**src/rtl/riscv_isa_pkg.sv**
```systemverilog
// rtl/riscv_isa_pkg.sv - shared RISC-V ISA constants: CSR addresses, cause codes, trap FSM states
package riscv_isa_pkg;

    localparam logic [11:0] CSR_MSTATUS = 12'h300;
    localparam logic [11:0] CSR_MIE     = 12'h304;
    localparam logic [11:0] CSR_MTVEC   = 12'h305;
    localparam logic [11:0] CSR_MEPC    = 12'h341;
    localparam logic [11:0] CSR_MCAUSE  = 12'h342;
    localparam logic [11:0] CSR_MTVAL   = 12'h343;
    localparam logic [11:0] CSR_MIP     = 12'h344;

    localparam int MSTATUS_MIE  = 3;
    localparam int MSTATUS_MPIE = 7;

    typedef enum logic [3:0] {
        CAUSE_MSI = 4'd3,
        CAUSE_MTI = 4'd7,
        CAUSE_MEI = 4'd11
    } irq_cause_t;

    typedef enum logic {
        TRAP_RUN   = 1'b0,
        TRAP_FLUSH = 1'b1
    } trap_fsm_t;

endpackage

```
**src/rtl/r5p_trap_irq_pri.sv**
```systemverilog
// rtl/r5p_trap_irq_pri.sv - machine interrupt priority encoder (MEI > MSI > MTI)
module r5p_trap_irq_pri
    import riscv_isa_pkg::*;
(
    input  logic [2:0] pend,
    output logic       vld,
    output logic [3:0] code
);

    // pend is ordered {mei, mti, msi}
    always_comb begin
        vld  = |pend;
        code = 4'd0;
        if (pend[2]) begin
            code = CAUSE_MEI;
        end else if (pend[0]) begin
            code = CAUSE_MSI;
        end else if (pend[1]) begin
            code = CAUSE_MTI;
        end
    end

endmodule

```
**src/rtl/r5p_trap.sv**
```systemverilog
// rtl/r5p_trap.sv - machine-mode trap CSRs and PC redirect; R5P_TRAP_VECTORED_EN enables vectored mtvec
module r5p_trap
    import riscv_isa_pkg::*;
#(
    parameter int            XW        = 32,
    parameter logic [XW-1:0] MTVEC_RST = '0
) (
    input  logic          clk,
    input  logic          rst,
    input  logic          csr_wen,
    input  logic [11:0]   csr_adr,
    input  logic [XW-1:0] csr_wdt,
    output logic [XW-1:0] csr_rdt,
    output logic          csr_hit,
    input  logic          exc_vld,
    input  logic [3:0]    exc_cause,
    input  logic [XW-1:0] exc_tval,
    input  logic          ret_vld,
    input  logic          ins_vld,
    input  logic [XW-1:0] ins_pc,
    input  logic          irq_msi,
    input  logic          irq_mti,
    input  logic          irq_mei,
    output logic          trp_vld,
    output logic [XW-1:0] trp_pc
);

    localparam logic [XW-1:0] ALIGN = {{(XW-2){1'b1}}, 2'b00};
`ifdef R5P_TRAP_VECTORED_EN
    localparam logic [XW-1:0] MTVEC_WMASK = {{(XW-2){1'b1}}, 2'b01};
`else
    localparam logic [XW-1:0] MTVEC_WMASK = ALIGN;
`endif

    trap_fsm_t     state;
    logic          st_mie;
    logic          st_mpie;
    logic [2:0]    ie;
    logic [XW-1:0] mtvec;
    logic [XW-1:0] mepc;
    logic [XW-1:0] mcause;
    logic [XW-1:0] mtval;

    logic [2:0]    ip;
    logic          irq_vld;
    logic [3:0]    irq_code;
    logic          take_exc;
    logic          take_irq;
    logic          take_ret;
    logic          take_trap;
    logic [XW-1:0] base;
    logic [XW-1:0] irq_tgt;
    logic [XW-1:0] target;

    assign ip = {irq_mei, irq_mti, irq_msi};

    r5p_trap_irq_pri u_irq_pri (
        .pend (ip & ie & {3{st_mie}}),
        .vld  (irq_vld),
        .code (irq_code)
    );

    // While flushing, the pipeline's trap/ret signals belong to squashed instructions.
    assign take_exc  = (state == TRAP_RUN) && exc_vld;
    assign take_irq  = (state == TRAP_RUN) && !exc_vld && ins_vld && irq_vld && !ret_vld;
    assign take_ret  = (state == TRAP_RUN) && !exc_vld && ret_vld;
    assign take_trap = take_exc || take_irq;

    assign base = mtvec & ALIGN;

`ifdef R5P_TRAP_VECTORED_EN
    assign irq_tgt = mtvec[0] ? base + {{(XW-6){1'b0}}, irq_code, 2'b00} : base;
`else
    assign irq_tgt = base;
`endif

    assign target = take_ret ? mepc : (take_irq ? irq_tgt : base);

    always_ff @(posedge clk or posedge rst) begin
        if (rst) begin
            state   <= TRAP_RUN;
            trp_vld <= 1'b0;
            trp_pc  <= '0;
        end else begin
            case (state)
                TRAP_RUN: begin
                    if (take_trap || take_ret) begin
                        state   <= TRAP_FLUSH;
                        trp_vld <= 1'b1;
                        trp_pc  <= target;
                    end else begin
                        trp_vld <= 1'b0;
                    end
                end
                default: begin
                    state   <= TRAP_RUN;
                    trp_vld <= 1'b0;
                end
            endcase
        end
    end

    // Trap entry overrides any same-cycle software write to the trap state CSRs.
    always_ff @(posedge clk or posedge rst) begin
        if (rst) begin
            st_mie  <= 1'b0;
            st_mpie <= 1'b0;
            ie      <= '0;
            mtvec   <= MTVEC_RST & ALIGN;
            mepc    <= '0;
            mcause  <= '0;
            mtval   <= '0;
        end else begin
            if (csr_wen && csr_adr == CSR_MIE) begin
                ie <= {csr_wdt[11], csr_wdt[7], csr_wdt[3]};
            end
            if (csr_wen && csr_adr == CSR_MTVEC) begin
                mtvec <= csr_wdt & MTVEC_WMASK;
            end
            if (take_trap) begin
                st_mpie <= st_mie;
                st_mie  <= 1'b0;
                if (take_exc) begin
                    mepc   <= ins_pc & ALIGN;
                    mcause <= {{(XW-4){1'b0}}, exc_cause};
                    mtval  <= exc_tval;
                end else begin
                    mepc   <= (ins_pc + XW'(4)) & ALIGN;
                    mcause <= {1'b1, {(XW-5){1'b0}}, irq_code};
                    mtval  <= '0;
                end
            end else begin
                if (take_ret) begin
                    st_mie  <= st_mpie;
                    st_mpie <= 1'b1;
                end else if (csr_wen && csr_adr == CSR_MSTATUS) begin
                    st_mie  <= csr_wdt[MSTATUS_MIE];
                    st_mpie <= csr_wdt[MSTATUS_MPIE];
                end
                if (csr_wen && csr_adr == CSR_MEPC) begin
                    mepc <= csr_wdt & ALIGN;
                end
                if (csr_wen && csr_adr == CSR_MCAUSE) begin
                    mcause <= csr_wdt;
                end
                if (csr_wen && csr_adr == CSR_MTVAL) begin
                    mtval <= csr_wdt;
                end
            end
        end
    end

    always_comb begin
        csr_hit = 1'b1;
        csr_rdt = '0;
        case (csr_adr)
            CSR_MSTATUS: begin
                csr_rdt[MSTATUS_MIE]  = st_mie;
                csr_rdt[MSTATUS_MPIE] = st_mpie;
            end
            CSR_MIE: begin
                csr_rdt[11] = ie[2];
                csr_rdt[7]  = ie[1];
                csr_rdt[3]  = ie[0];
            end
            CSR_MTVEC:  csr_rdt = mtvec;
            CSR_MEPC:   csr_rdt = mepc;
            CSR_MCAUSE: csr_rdt = mcause;
            CSR_MTVAL:  csr_rdt = mtval;
            CSR_MIP: begin
                csr_rdt[11] = ip[2];
                csr_rdt[7]  = ip[1];
                csr_rdt[3]  = ip[0];
            end
            default: csr_hit = 1'b0;
        endcase
    end

endmodule

```
**config.mk**
```make
export PLATFORM = sky130hd
export DESIGN_NAME = r5p_trap
export DESIGN_NICKNAME = d
export VERILOG_FILES = /design/src/rtl/riscv_isa_pkg.sv /design/src/rtl/r5p_trap_irq_pri.sv /design/src/rtl/r5p_trap.sv
export SDC_FILE = /design/constraint.sdc
export NUM_CORES = 1
export LEC_CHECK = 0
export ABC_AREA = 0
export CORE_MARGIN = 10
export CORE_UTILIZATION = 43
export DETAILED_ROUTE_END_ITERATION = 8
export PLACE_DENSITY_LB_ADDON = 0.08
export RECOVER_POWER = 100
export SLEW_MARGIN = 15
export SYNTH_ARGS = -nofsm -noshare
export SYNTH_HDL_FRONTEND = slang
export SYNTH_SLANG_ARGS = --single-unit
```
**constraint.sdc**
```tcl
create_clock -name clk -period 10.91 [get_ports clk]
set_input_delay 1.6365 -clock clk [delete_from_list [all_inputs] [get_ports clk]]
set_output_delay 1.6365 -clock clk [all_outputs]
set_load 0.05 [all_outputs]
```
==> load_flow_metrics.sql, run 1 <==
INSERT INTO impl_metrics (metric_group, metric, value, unit) VALUES
('clock_network', 'cts_buffers', '17', ''),
('timing', 'timing.slew.headroom', '-163.2', '%'),
('timing', 'fin_worst_skew', '0.008616', 'ns'),
('floorplanning', 'die_x', '160.5', 'um'),
('worst_setup_path', 'worst_path_largest_cell_delay', '2.24', 'ns'),
('yosys', 'synth_cell_types', '48', ''),
('floorplanning', 'design.portCount', '187', ''),
('grt', 'vias_in_the_first_global_route', '7589', ''),
('worst_setup_path', 'timing.rr.end', 'mepc[7]', ''),
('yosys', 'async_reset_ff_share', '100.0', '%'),
('yosys', 'netlist.top_cell.by_area', 'dfrtp_1', ''),
('clock_network', 'clock_insertion_delay_worst_skew', '0.43', 'ns'),
('worst_setup_path', 'critical_path_buf_inv_count', '2', ''),
('timing', 'setup_repair_after_global_routing_missed_its_margin', 'false', ''),
('detailed_routing', 'number_of_drc_violations_after_detailed_routing_iteration_0', '430', ''),
('clock_network', 'cts_sinks', '160', ''),
('timing', 'worst_slack', '2.641', 'ns'),
('timing', 'worst_tran_pin_value', '3.948', 'ns'),
('clock_network', 'post_cts_buffers', '0', ''),
('timing', 'maxSlewViolCount', '427', ''),
('outcome', 'failed_checks', 'max-capacitance violations, max-slew violations', ''),
('power_and_ir_drop', 'pwr-share-comb', '20.4', '%'),
('yosys', 'postSynthRegisterBits', '160', ''),
('timing', 'final-setup-viol-count', '0', ''),
('detailed_routing', 'total_length_of_routed_wires', '28380', 'um'),
('worst_setup_path', 'crit_path_start_kind', 'primary input', ''),
('yosys', 'synth_area', '8488', 'sq um'),
('yosys', 'post-synth-top-count-cell', 'nand2_1', ''),
('placed_design', 'dpl_worst_slack', '4.208', 'ns'),
('power_and_ir_drop', 'power.net_switching', '0.0005056', 'W'),
('worst_setup_path', 'path_cells', 'dlygate4sd3_1 -> nor2b_1 -> nand3b_1 -> nor2_1 -> a221o_1 -> dlygate4sd3_1', ''),
('floorplanning', 'dieHeight', '160.5', 'um'),
('yosys', 'synth_top_area_share', '47.17', '%'),
('timing', 'min_period', '8.269', 'ns'),
('floorplanning', 'design.die.area', '25760', 'sq um'),
('yosys', 'post_synth.cell_area_avg', '9.246', 'sq um'),
('detailed_routing', 'routedWlPerCell', '21.19', 'um'),
('timing', 'tns', '0', 'ns'),
('min_path', 'hold-path-endpoint', 'mcause[8]', ''),
('layout', 'filler_cell_count', '1813', ''),
('timing', 'max_clock_freq', '120.9', 'MHz'),
('yosys', 'synth.area.top_cells', 'dfrtp_1 47%, nand2_1 8.0%, mux2_2 7.8%', ''),
('worst_setup_path', 'criticalPathCategory', 'primary input to primary output', ''),
('layout', 'nets', '1180', ''),
('timing', 'finalCritPeriodShare', '75.79', '%'),
('placed_design', 'place_congestion', '0.8147', ''),
('yosys', 'synth_edf_count', '0', ''),
('grt', 'first_pass_grt_wire_length', '44620', 'um'),
('worst_setup_path', 'worst_path_dominant_cell_family', 'simple AND/OR/NAND/NOR gates', ''),
('yosys', 'synth_cells', '918', ''),
('power_and_ir_drop', 'cell_internal_power', '0.001195', 'W'),
('detailed_routing', 'drc_errors', '0', ''),
('power_and_ir_drop', 'pwr_density_cell', '154.3', 'nW/um^2'),
('clock_network', 'cts_tree', 'done', ''),
('power_and_ir_drop', 'p_leak', '4.616', 'nW'),
('grt', 'grt_start_max_net_pins', '89', ''),
('detailed_routing', 'avgViaCountPerCell', '5.614', ''),
('worst_setup_path', 'arrival', '6.63', 'ns'),
('yosys', 'synth-seq-area-share', '47.17', '%'),
('worst_setup_path', 'cpMaxStageDelayCell', 'nor2_1', ''),
('yosys', 'ys.warnings.count', '0', ''),
('flow_run', 'maxCapViolations', '9', ''),
('worst_setup_path', 'critical_path.endpoint_type', 'primary output', ''),
('yosys', 'leading_register_cell_type_out_of_synthesis', 'dfrtp_1', ''),
('clock_network', 'post_cts_resized', '0', ''),
('grt', 'number_of_antenna_violations_at_the_first_check_in_global_routing', '4', ''),
('worst_setup_path', 'crit_path_max_fanout', '32', ''),
('detailed_routing', 'via_count', '7517', ''),
('outcome', 'outcome', 'finished with violations', ''),
('min_path', 'hold-path-cell-count', '2', ''),
('grt', 'grt-ovfl-total', '0', '');
cells in the final DEF, fill, tap and decap left out, types with 4 or more instances in the layout:
master           instances
a21oi_1                 50
clkbuf_16               17
a31oi_1                 39
bufinv_16                4
a221oi_1                 4
a22oi_1                 38
a221o_1                 22
and3_1                   9
clkdlybuf4s50_1        114
nor3_1                   7
mux2i_1                  9
nand3b_1                 4
nand3_1                 12
xor2_1                  19
or3_1                    4
mux2_2                  59
nor2_1                  85
dfrtp_1                160
o21ai_0                 53
clkbuf_1                 6
a2bb2oi_1               32
nand2_1                180
buf_4                    8
dlygate4sd3_1           68
nand4_1                 15
xnor2_1                  4
final cells by class:
class                   instances  area (sq um)  share of cell area, %
diodes                          3         7.507                0.06810
clock buffers                  20         446.7                  4.052
clock inverters                12         182.7                  1.657
inverters                       3         12.51                 0.1135
multi-input cells             682          4143                  37.58
flip-flops and latches        160          4004                  36.32
well taps                     265         331.6                  3.008
repair buffers                194          1897                  17.21
metal layers:
layer | part of all wire [%] | wire length, um
met1 | 47 | 13480
met2 | 45 | 12880
met3 | 6.2 | 1753
met4 | 0.88 | 250
met5 | 0.046 | 13
state kept, by name, indices dropped and copies added, names as in the netlist:
register  cells
mcause       32
mtval        32
mepc         30
mtvec        30
trp_pc       30
ie            3
st_mie        1
st_mpie       1
state         1
power groups by stage:
stage | logic (W) | clock network, W | registers, W
2_1_floorplan | 0.000149 | 0 | 0.000781
3_3_place_gp | 0.000352 | 0 | 0.000718
3_5_place_dp | 0.000356 | 0 | 0.000718
4_1_cts | 0.000357 | 0.000650 | 0.000709
5_1_grt | 0.000376 | 0.000676 | 0.000718
6_report | 0.000346 | 0.000645 | 0.000709
worst max-delay path by stage:
stage                           start     endpoint  slack [ns]  cells past startpoint
after floorplan                   rst        ie[0]        4.95                      1
after global placement    csr_adr[10]  csr_rdt[22]        4.19                      8
after detailed placement  csr_adr[10]  csr_rdt[22]        4.21                      8
after CTS                 csr_adr[10]  csr_rdt[22]        4.19                      8
after global routing       csr_adr[6]   csr_rdt[9]        2.30                      7
final                      csr_adr[6]   csr_rdt[8]        2.64                      6
logic make-up after synthesis:
family	after synthesis	share of synthesized area (%)
AND/OR/NAND/NOR	341	17.64
AO/OA/AOI/OAI	247	19.47
flip-flops	160	47.17
buffers and inverters	77	4.260
multiplexers	68	8.889
XOR/XNOR	23	2.373
adder cells (fa/ha/maj)	1	0.1474
other	1	0.04418
worst reg2reg max path: stages, from the launching register on:
cell and delay [ns]:
dfrtp_1 0.45, nand3b_1 0.13, or4_1 0.61, nand2_1 1.23
clkbuf_1 2.03, o21ai_0 0.31
metrics by stage:
| stage | total power (W) | util (%) | hold slack, ns | std cells | instance area, sq um |
|---|---|---|---|---|---|
| 2_1_floorplan | 0.0009292 | - | 0.4663 | 919 | 8492 |
| 3_3_place_gp | 0.001070 | 53.59 | 0.5058 | 1304 | 10430 |
| 3_5_place_dp | 0.001074 | 53.59 | 0.5117 | 1304 | 10430 |
| 4_1_cts | 0.001716 | 56.82 | 0.5200 | 1336 | 11060 |
| 5_1_grt | 0.001770 | 56.61 | 0.5315 | 1336 | 11020 |
| 6_report | 0.001701 | 56.64 | 0.5169 | 1339 | 11020 |
No activity file was read; power rests on OpenSTA's default activity.
==> inputs of run 2 (changes only) <==
==> constraint.sdc (replaced) <==
create_clock -name clk -period 7.6 [get_ports clk]
set_input_delay 1.14 -clock clk [delete_from_list [all_inputs] [get_ports clk]]
set_output_delay 1.14 -clock clk [all_outputs]
set_load 0.05 [all_outputs]
==> load_flow_metrics.sql, run 2 (synthesized netlist as in run 1, its figures left out) <==
INSERT INTO impl_metrics (metric_group, metric, value, unit) VALUES
('layout', 'layout_top_registers', 'mcause x32, mtval x32', ''),
('floorplanning', 'initial_core_utilization', '43.61', '%'),
('clock_network', 'post_cts_buffers', '0', ''),
('floorplanning', 'design.die.area', '25760', 'sq um'),
('placed_design', 'place_hpwl', '18270', 'um'),
('timing', 'maxSlewViolCount', '363', ''),
('layout', 'finish.cell_count_without_fillers', '1340', ''),
('worst_setup_path', 'crit_path_start_kind', 'primary input', ''),
('detailed_routing', 'via_count', '7716', ''),
('clock_network', 'cts_root_buf', 'clkbuf_16', ''),
('power_and_ir_drop', 'pwr_density_cell', '225.1', 'nW/um^2'),
('power_and_ir_drop', 'p_sw_share', '29.49', '%'),
('power_and_ir_drop', 'vdd_ir_drop_max', '0.1459', 'mV'),
('power_and_ir_drop', 'pwr-share-comb', '19.9', '%'),
('timing', 'setup_repair_after_global_routing_missed_its_margin', 'false', ''),
('outcome', 'outcome', 'finished with violations', ''),
('layout', 'layout.cells.most_common', 'nand2_1', ''),
('layout', 'most-common-layout-cells', '180 x nand2_1, 160 x dfrtp_1, 113 x clkdlybuf4s50_1, 84 x nor2_1, 69 x dlygate4sd3_1', ''),
('timing', 'max_clock_freq', '158.5', 'MHz'),
('detailed_routing', 'first_pass_iters', '5', ''),
('worst_setup_path', 'crit_path_max_fanout', '16', ''),
('worst_setup_path', 'critPathRequiredTime', '6.46', 'ns'),
('floorplanning', 'dieHeight', '160.5', 'um'),
('clock_network', 'cts_sinks', '160', ''),
('flow_run', 'maxCapViolations', '8', ''),
('timing', 'finalCritPeriodShare', '83.00', '%'),
('layout', 'area_growth_syn_to_layout', '30.23', '%'),
('timing', 'fin_worst_skew', '0.01450', 'ns'),
('power_and_ir_drop', 'power.net_switching', '0.0007340', 'W'),
('timing', 'hold_viol', '0', ''),
('min_path', 'min-delay-path-class', 'register to register', ''),
('timing', 'worst_slack', '1.292', 'ns'),
('timing', 'final-setup-viol-count', '0', ''),
('placed_design', 'count_of_input_and_output_buffers', '182', ''),
('floorplanning', 'placementRows', '51', ''),
('grt', 'grt-ovfl-total', '0', ''),
('detailed_routing', 'drc_errors', '0', ''),
('grt', 'number_of_antenna_violations_at_the_first_check_in_global_routing', '5', ''),
('timing', 'tns', '0', 'ns'),
('detailed_routing', 'routedWlPerCell', '21.43', 'um'),
('placed_design', 'place_congestion', '0.8398', ''),
('worst_setup_path', 'arrival', '5.17', 'ns'),
('power_and_ir_drop', 'share_of_total_power_in_the_clock_network', '39.2', '%'),
('outcome', 'failed_checks', 'max-capacitance violations, max-slew violations', ''),
('placed_design', 'post-place-cells', '1303', ''),
('clock_network', 'post_cts_resized', '0', ''),
('floorplanning', 'design.portCount', '187', ''),
('grt', 'grt_start_max_net_pins', '85', ''),
('detailed_routing', 'avgViaCountPerCell', '5.758', ''),
('floorplanning', 'die_x', '160.5', 'um'),
('power_and_ir_drop', 'cell_internal_power', '0.001755', 'W'),
('worst_setup_path', 'critical_path.endpoint_type', 'primary output', ''),
('timing', 'whs', '0.5200', 'ns'),
('clock_network', 'cts_buffers', '17', ''),
('worst_setup_path', 'criticalPathCategory', 'primary input to primary output', ''),
('floorplanning', 'core_area', '19460', 'sq um'),
('clock_network', 'htree_levels', '4', ''),
('clock_network', 'max-clock-path-buffers', '2', ''),
('clock_network', 'cts_tree', 'done', ''),
('grt', 'first_pass_grt_wire_length', '44400', 'um'),
('grt', 'vias_in_the_first_global_route', '7479', ''),
('clock_network', 'cts.reportedPaths.clkPinSlew', '0.07', 'ns'),
('detailed_routing', 'total_length_of_routed_wires', '28720', 'um'),
('power_and_ir_drop', 'p_leak', '4.634', 'nW'),
('clock_network', 'clock_insertion_delay_worst_skew', '0.43', 'ns'),
('layout', 'drive_above_1_share', '9.813', '%'),
('placed_design', 'dpl_worst_slack', '1.452', 'ns'),
('timing', 'timing.slew.headroom', '-156.2', '%'),
('grt', 'globalRouteTotalUtil', '21.66', '%'),
('timing', 'min_period', '6.308', 'ns'),
('clock_network', 'hold_bufs_at_cts', '0', ''),
('detailed_routing', 'postRouteAntennaNets', '0', ''),
('power_and_ir_drop', 'pwr-share-seq', '40.9', '%'),
('layout', 'nets', '1179', ''),
('timing', 'worst_tran_pin_value', '3.823', 'ns'),
('detailed_routing', 'number_of_drc_violations_after_detailed_routing_iteration_0', '598', '');
## run 2: worst max-delay path, stage by stage
cell	delay, ns
dlygate4sd3_1	0.67
nand2b_1	0.28
nor3b_4	0.84
clkbuf_1	0.79
a22oi_1	0.14
o21ai_0	0.36
dlygate4sd3_1	0.94
## run 2: area by class of cell
type | instances | area, sq um
multi-input combinational | 682 | 4148
clock inverter | 12 | 206.4
sequential | 160 | 4004
clock buffer | 20 | 456.7
tap | 265 | 331.6
antenna | 5 | 12.51
timing repair buffer | 193 | 1883
inverter | 3 | 12.51
fill | 1789 | 8408
## run 2: final timing paths
path | startpoint | end | slack (ns) | depth (start not counted)
worst max-delay path | csr_adr[1] | csr_rdt[22] | 1.29 | 7
worst min-delay path | mcause[5] | mcause[5] | 0.52 | 2
worst max register to register | st_mie | mepc[5] | 2.47 | 6
worst min register to register | mcause[5] | mcause[5] | 0.52 | 2
max in group asynchronous | rst | mcause[14] | 2.08 | 3
min in group asynchronous | rst | mcause[16] | 2.29 | 2
## run 2: per-layer routing
metal  track usage [%]  routed length (um)  vias to the layer above
li1                  -                   -                     3582
met1             30.58               13270                     3828
met2             32.99               12850                      290
met5                 0                  11                        -
met3             5.726                2391                       14
met4             3.715                 192                        2
## run 2: stage by stage
stage	area (sq um)	utilization, %	power (W)
after detailed placement	10420	53.55	0.001541
after CTS	11090	56.96	0.002510
final	11050	56.80	0.002489
after global placement	10420	53.55	0.001536
after global routing	11040	56.73	0.002588
after floorplan	8492	-	0.001334
## run 2: power groups by stage
stage                     Combinational, W  Clock (W)  Sequential, W
after CTS                         0.000513   0.000981        0.00102
after floorplan                   0.000213          0        0.00112
final                             0.000496   0.000975        0.00102
after global placement            0.000505          0        0.00103
after detailed placement          0.000511          0        0.00103
after global routing              0.000536    0.00102        0.00103
